==> src/rtl/seq_shifter_if.sv <==
// Request/response bundle for the iterative shift/rotate unit.
// The slave modport is the shifter; the master modport is whoever issues requests.
interface seq_shifter_if #(
    parameter int WIDTH = 16,
    parameter int SHW   = 4
);
    logic             in_valid;
    logic             in_ready;
    logic [WIDTH-1:0] data_in;
    logic [2:0]       op;
    logic [SHW-1:0]   amt;
    logic             out_valid;
    logic             out_ready;
    logic [WIDTH-1:0] data_out;
    logic             carry_out;
    logic             zero;
    logic             busy;

    modport master (
        output in_valid, data_in, op, amt, out_ready,
        input  in_ready, out_valid, data_out, carry_out, zero, busy
    );

    modport slave (
        input  in_valid, data_in, op, amt, out_ready,
        output in_ready, out_valid, data_out, carry_out, zero, busy
    );
endinterface

==> src/rtl/seq_shifter.sv <==
// Multi-cycle shift/rotate unit: one bit position per clock, valid/ready on both sides.
// Reports the last bit shifted or rotated out as carry_out, plus a zero flag on the result.
module seq_shifter #(
    parameter int WIDTH = 16,
    parameter int SHW   = 4
) (
    input  logic        clk,
    input  logic        rst,
    seq_shifter_if.slave bus
);
    typedef enum logic [1:0] {IDLE, SHIFT, DONE} state_t;

    localparam logic [2:0] OP_LSL = 3'b001;
    localparam logic [2:0] OP_LSR = 3'b010;
    localparam logic [2:0] OP_ROL = 3'b011;
    localparam logic [2:0] OP_ROR = 3'b100;
    localparam logic [2:0] OP_ASR = 3'b101;

    state_t           state_q, state_d;
    logic [WIDTH-1:0] data_q, data_d;
    logic [2:0]       op_q, op_d;
    logic [SHW-1:0]   cnt_q, cnt_d;
    logic             carry_q, carry_d;
    logic [WIDTH:0]   step_res;

    function automatic logic is_pass(input logic [2:0] o);
        return !(o == OP_LSL || o == OP_LSR || o == OP_ROL || o == OP_ROR || o == OP_ASR);
    endfunction

    // Single-position step; returns {carry, data}.
    function automatic logic [WIDTH:0] step(input logic [2:0] o, input logic [WIDTH-1:0] d);
        logic [WIDTH:0] r;
        case (o)
            OP_LSL:  r = {d[WIDTH-1], d[WIDTH-2:0], 1'b0};
            OP_LSR:  r = {d[0], 1'b0, d[WIDTH-1:1]};
            OP_ROL:  r = {d[WIDTH-1], d[WIDTH-2:0], d[WIDTH-1]};
            OP_ROR:  r = {d[0], d[0], d[WIDTH-1:1]};
            OP_ASR:  r = {d[0], d[WIDTH-1], d[WIDTH-1:1]};
            default: r = {1'b0, d};
        endcase
        return r;
    endfunction

    assign step_res = step(op_q, data_q);

    always_comb begin
        state_d = state_q;
        data_d  = data_q;
        op_d    = op_q;
        cnt_d   = cnt_q;
        carry_d = carry_q;
        case (state_q)
            IDLE: begin
                if (bus.in_valid) begin
                    data_d  = bus.data_in;
                    op_d    = bus.op;
                    cnt_d   = bus.amt;
                    carry_d = 1'b0;
                    state_d = (bus.amt == '0 || is_pass(bus.op)) ? DONE : SHIFT;
                end
            end
            SHIFT: begin
                data_d  = step_res[WIDTH-1:0];
                carry_d = step_res[WIDTH];
                cnt_d   = cnt_q - SHW'(1);
                if (cnt_q == SHW'(1)) begin
                    state_d = DONE;
                end
            end
            DONE: begin
                if (bus.out_ready) begin
                    state_d = IDLE;
                end
            end
            default: state_d = IDLE;
        endcase
    end

    always_ff @(posedge clk) begin
        if (rst) begin
            state_q <= IDLE;
            data_q  <= '0;
            op_q    <= '0;
            cnt_q   <= '0;
            carry_q <= 1'b0;
        end else begin
            state_q <= state_d;
            data_q  <= data_d;
            op_q    <= op_d;
            cnt_q   <= cnt_d;
            carry_q <= carry_d;
        end
    end

    // in_ready drops combinationally while rst is asserted so nothing is accepted into a reset.
    assign bus.in_ready  = (state_q == IDLE) && !rst;
    assign bus.out_valid = (state_q == DONE);
    assign bus.busy      = (state_q != IDLE);
    assign bus.data_out  = data_q;
    assign bus.carry_out = carry_q;
    assign bus.zero      = (data_q == '0);
endmodule

==> src/flat_wrapper.sv <==
// flat-port wrapper written by rule: the top's interface ports become plain ports
module seq_shifter_flat 
#(
    parameter int WIDTH = 16,
    parameter int SHW   = 4
)
  (clk, rst, bus_in_valid, bus_data_in, bus_op, bus_amt, bus_out_ready, bus_in_ready, bus_out_valid, bus_data_out, bus_carry_out, bus_zero, bus_busy);
  seq_shifter_if #(.WIDTH(WIDTH), .SHW(SHW)) bus_i ();
  input  logic clk;
  input  logic rst;
  input wire logic [$bits(bus_i.in_valid)-1:0] bus_in_valid;
  input wire logic [$bits(bus_i.data_in)-1:0] bus_data_in;
  input wire logic [$bits(bus_i.op)-1:0] bus_op;
  input wire logic [$bits(bus_i.amt)-1:0] bus_amt;
  input wire logic [$bits(bus_i.out_ready)-1:0] bus_out_ready;
  output wire logic [$bits(bus_i.in_ready)-1:0] bus_in_ready;
  output wire logic [$bits(bus_i.out_valid)-1:0] bus_out_valid;
  output wire logic [$bits(bus_i.data_out)-1:0] bus_data_out;
  output wire logic [$bits(bus_i.carry_out)-1:0] bus_carry_out;
  output wire logic [$bits(bus_i.zero)-1:0] bus_zero;
  output wire logic [$bits(bus_i.busy)-1:0] bus_busy;
  assign bus_i.in_valid = bus_in_valid;
  assign bus_i.data_in = bus_data_in;
  assign bus_i.op = bus_op;
  assign bus_i.amt = bus_amt;
  assign bus_i.out_ready = bus_out_ready;
  assign bus_in_ready = bus_i.in_ready;
  assign bus_out_valid = bus_i.out_valid;
  assign bus_data_out = bus_i.data_out;
  assign bus_carry_out = bus_i.carry_out;
  assign bus_zero = bus_i.zero;
  assign bus_busy = bus_i.busy;
  seq_shifter #(.WIDTH(WIDTH), .SHW(SHW)) u_core (.clk(clk), .rst(rst), .bus(bus_i));
endmodule
==> config.mk <==
export PLATFORM = sky130hd
export DESIGN_NAME = seq_shifter_flat
export DESIGN_NICKNAME = d
export VERILOG_FILES = /design/src/rtl/seq_shifter_if.sv /design/src/rtl/seq_shifter.sv /design/src/flat_wrapper.sv
export SDC_FILE = /design/constraint.sdc
export NUM_CORES = 1
export LEC_CHECK = 0
export ABC_AREA = 1
export CAP_MARGIN = 20
export CELL_PAD_IN_SITES_DETAIL_PLACEMENT = 0
export CELL_PAD_IN_SITES_GLOBAL_PLACEMENT = 1
export CORE_UTILIZATION = 33
export DETAILED_ROUTE_END_ITERATION = 6
export GPL_ROUTABILITY_DRIVEN = 0
export MAX_ROUTING_LAYER = met4
export PLACE_DENSITY_LB_ADDON = 0.1
export RECOVER_POWER = 25
export REMOVE_ABC_BUFFERS = 1
export SYNTH_ARGS = -nofsm -noshare
export SYNTH_HDL_FRONTEND = slang
export SYNTH_SLANG_ARGS = --single-unit
==> constraint.sdc <==
create_clock -name clk -period 1.39 [get_ports clk]
set_input_delay 0.139 -clock clk [delete_from_list [all_inputs] [get_ports clk]]
set_output_delay 0.139 -clock clk [all_outputs]
set_load 0.02 [all_outputs]
==> reports/results.env <==
TIMING.FINAL.CRIT_SHARE=1.03
FINAL-SETUP-VIOL-COUNT=1
FINALSETUPTNS_NS=-0.0454
PLACE.PORT_BUFFERS=47
YOSYS_WARNINGS=0
FMAXACHIEVABLE_MHz=697
WIRE_PER_INST_UM=11.4
CLOCK_INSERTION_DELAY_WORST_SKEW_NS=0.28
SLEW-LIMIT-HEADROOM=0.767
WORSTREG2REGSTART='u_core.op_q[2]'
DIE_X_EXTENT_UM=75.9
ROUTE.FINAL.WIRE_LENGTH_UM=5090
FIN_UTIL=0.539
WORST_SETUP_PATH_STARTPOINT='u_core.bus.data_out[1]'
POWER_PER_CELL_AREA_nW_PER_UM2=2180
SYNTHESIS.INSTANCES=290
POSTSYNTHAREAPERCELL_UM2=6.21
OUTCOME='complete, but fails checks'
CLOCK_TREE_FROM_TRITONCTS='done'
FINAL-INSTANCE-COUNT-EXCL-FILL=445
REG2REG_SLACK_NS=0.06
CTS-HOLD-FIX-BUFFERS=0
POST_DRT_VIA_CELL_RATIO=4.52
GRT_ANTENNA_BEFORE_REPAIR=0
LAYOUT_STAGE_AREA_GROWTH_OVER_THE_SYNTHESIS_RESULT_PCT=54.9
STD_CELL_ROWS=26
SEQ_AREA_UM2=532
CLOCK-ROOT-BUFFER='clkbuf_8'
SYNTHTOPCELLSBYAREA='dfxtp_1 29%, nand2_1 19%, nand2_2 7.3%'
HTREEDEPTH=1
TIMING_HOLD_VIOLATIONS_FINAL=0
CRITPATHCAPTURETYPE='output pin'
DIE_AREA_UM2=5760
CP.BUFFERS_INVERTERS=2
CRIT_PATH_CELL_TRACE='inv_1, nand4_1, nor4_2, buf_4'
WORSTPATHREQUIRED_NS=1.25
ROUTE.VIAS.TOTAL=2012
FIRST_PASS_ITERS=4
TIMING.MAX_CAP.VIOLATIONS=0
DESIGN.FINAL.NETS=405
SYNTH_SEQ_AREA_SHARE=0.289
FINAL.FILL_COUNT=545
DRC_ERRORS=0
TRITONCTS.NUM_BUFFERS=3
INITIAL_CORE_UTIL=0.348
TRANSITION_TIME_OF_THE_TIGHTEST_SLEW_CHECK_PIN_NS=0.349
CLKTRANSATPATHREGS_NS=0.10
CRITPATHARRIVALTIME_NS=1.30
COREAREA_UM2=5170
DETAILEDPLACEMENTHPWL_UM=3870
NUMBER_OF_GLOBAL_ROUTE_VIAS_BEFORE_REPAIR=1804
SYNTH.FF_LATCH_COUNT=26
WORST_PATH_SETUP_SLACK_AFTER_ROUTING_NS=-0.0454
MIN-DELAY-START='bus_amt[0]'
GRT_OVERFLOW=0
GRT_START_MAX_NET_PINS=33
FINALMAXSLEWVIOLATIONS=0
TIMING.CRITICAL_PATH.MAX_DELAY_FAMILY='simple AND/OR/NAND/NOR gates'
DIEHEIGHT_UM=75.9
CRITICALPATHCATEGORY='register to output pin'
CTS.PATH.MAX_BUFFERS=2
NETLIST.AREA_LEADER.SHARE=0.289
YS_TYPES=26
GLOBAL_ROUTE.USAGE.MET3=0.0331
GRT_USE_TOTAL=0.191
GLOBALROUTEMET1UTIL=0.265
DETAIL_ROUTE.ITER0.VIOLATIONS=54
POST-SYNTH-TOP-AREA-CELL='dfxtp_1'
DPL.CELL_COUNT=437
FINAL_LAYOUT_SIZE_SUFFIX_GT1_FRAC=0.291
FLOORPLAN.IO_PINS=48
ANT_NETS=0
CRITICAL-PATH-MAX-STAGE-DELAY_NS=0.32
CP_SLOWEST_CELL='dfxtp_1'
AREA_OF_COMBINATIONAL_CELLS_WITH_MULTIPLE_INPUTS_UM2=1150
LEAKAGE_nW=1.30
HOLD_PATH.CLASS='input pin to register'
CTS_NUM_SINKS=26
TIMING.CLOCK.SKEW_NS=0.00376
GRT_PASS1_WL_UM=8070
WORST-PATH-MAX-FANOUT=2
SYNTH_AREA_UM2=1800
TOTAL_POWER_W=0.00607
GRTUSAGEMET2=0.292
FINAL_PERIOD_MINUS_WORST_SETUP_SLACK_NS=1.44
GRT_SETUP_UNREPAIRED='yes'
IR_DROP_WORST_CASE_VDD_uV=1000
WORSTSETUPSTARTPOINTTYPE='register'
VIOLATED_CHECKS='negative setup slack'
ANTENNA_CELLS=0
GR-MAX-USAGE-LAYER='met2'
cells in the mapped netlist, drive strengths merged:
cell type	number
o21ai	5
a31oi	1
dfxtp	26
ha	2
o211ai	2
nand3	23
nor3	1
nor3b	1
a211oi	1
nor4	1
buf	10
inv	32
clkinv	1
a21oi	21
nand2	113
nor2	41
nand4	9
kinds of logic (layout without fill, tap and decap cells):
family                   Yosys count  count (layout)  synth area share
AO/OA/AOI/OAI                     30              30            0.0882
adder cells (fa/ha/maj)            2               2            0.0139
AND/OR/NAND/NOR                  189             190             0.501
flip-flops                        26              26             0.289
buffers and inverters             43             127             0.108
timing repair:
action	CTS	global route
endpoints found under the setup margin	20	24
resized for setup	29	26
buffers inserted	0	3
pin swaps	2	9
cloned	0	1
worst register-to-register path, cell delays in order, from the launching register on:
cell and delay, ns:
dfxtp_2 0.35, inv_1 0.10, nand2_1 0.11, nand4_4 0.22, buf_6 0.17, nand3_1 0.07, nor2_1 0.15, nor2_2 0.04
cell type report:
| cell class | instances | share of cell area |
|---|---|---|
| tap | 70 | 0.0314 |
| sequential | 26 | 0.191 |
| inverter | 33 | 0.0444 |
| multi-input combinational | 222 | 0.413 |
| clock buffer | 3 | 0.0148 |
| timing repair buffer | 90 | 0.295 |
| clock inverter | 1 | 0.0108 |
where the power goes:
group	total (W)	switching, W	internal, W
combinational	0.00418	0.00237	0.00181
clock	0.000644	0.000258	0.000386
sequential	0.00124	0.000189	0.00106
layer usage:
| metal | wire [um] | part of all wire | vias to the layer above |
|---|---|---|---|
| li1 | - | - | 1086 |
| met1 | 2650 | 0.52 | 895 |
| met2 | 2240 | 0.44 | 27 |
| met3 | 158 | 0.031 | 4 |
| met4 | 44 | 0.0086 | 0 |
| met5 | 0 | 0 | - |
worst paths after layout:
kind                                  to  depth (start not counted)
setup reg to reg  u_core.bus.data_out[2]                          7
hold / removal           u_core.cnt_q[0]                          3
hold reg to reg     u_core.bus.carry_out                          2
setup / recovery                bus_zero                          4
sequential cells by signal, summed over array words and instances, names as in the netlist:
signal                flops
u_core.bus.carry_out      1
u_core.state_q            2
u_core.bus.data_out      16
u_core.cnt_q              4
u_core.op_q               3
cells in the final DEF (no fill, tap or decap), drive strengths merged, types with 9 or more instances in the layout:
master / n
inv: 32
a21oi: 21
nand3: 23
clkdlybuf4s50: 26
nor2: 41
nand2: 114
dlygate4sd2: 18
nand4: 9
dfxtp: 26
buf: 44
per-stage QoR:
stage	hold WS, ns	cell area, um^2	setup WS, ns
6_report	0.456	2790	-0.0454
2_1_floorplan	0.208	1730	-0.103
4_1_cts	0.451	2680	-0.0905
5_1_grt	0.465	2790	-0.158
3_5_place_dp	0.454	2630	-0.281
3_3_place_gp	0.453	2630	-0.258
(Power assumes the default switching activity.)
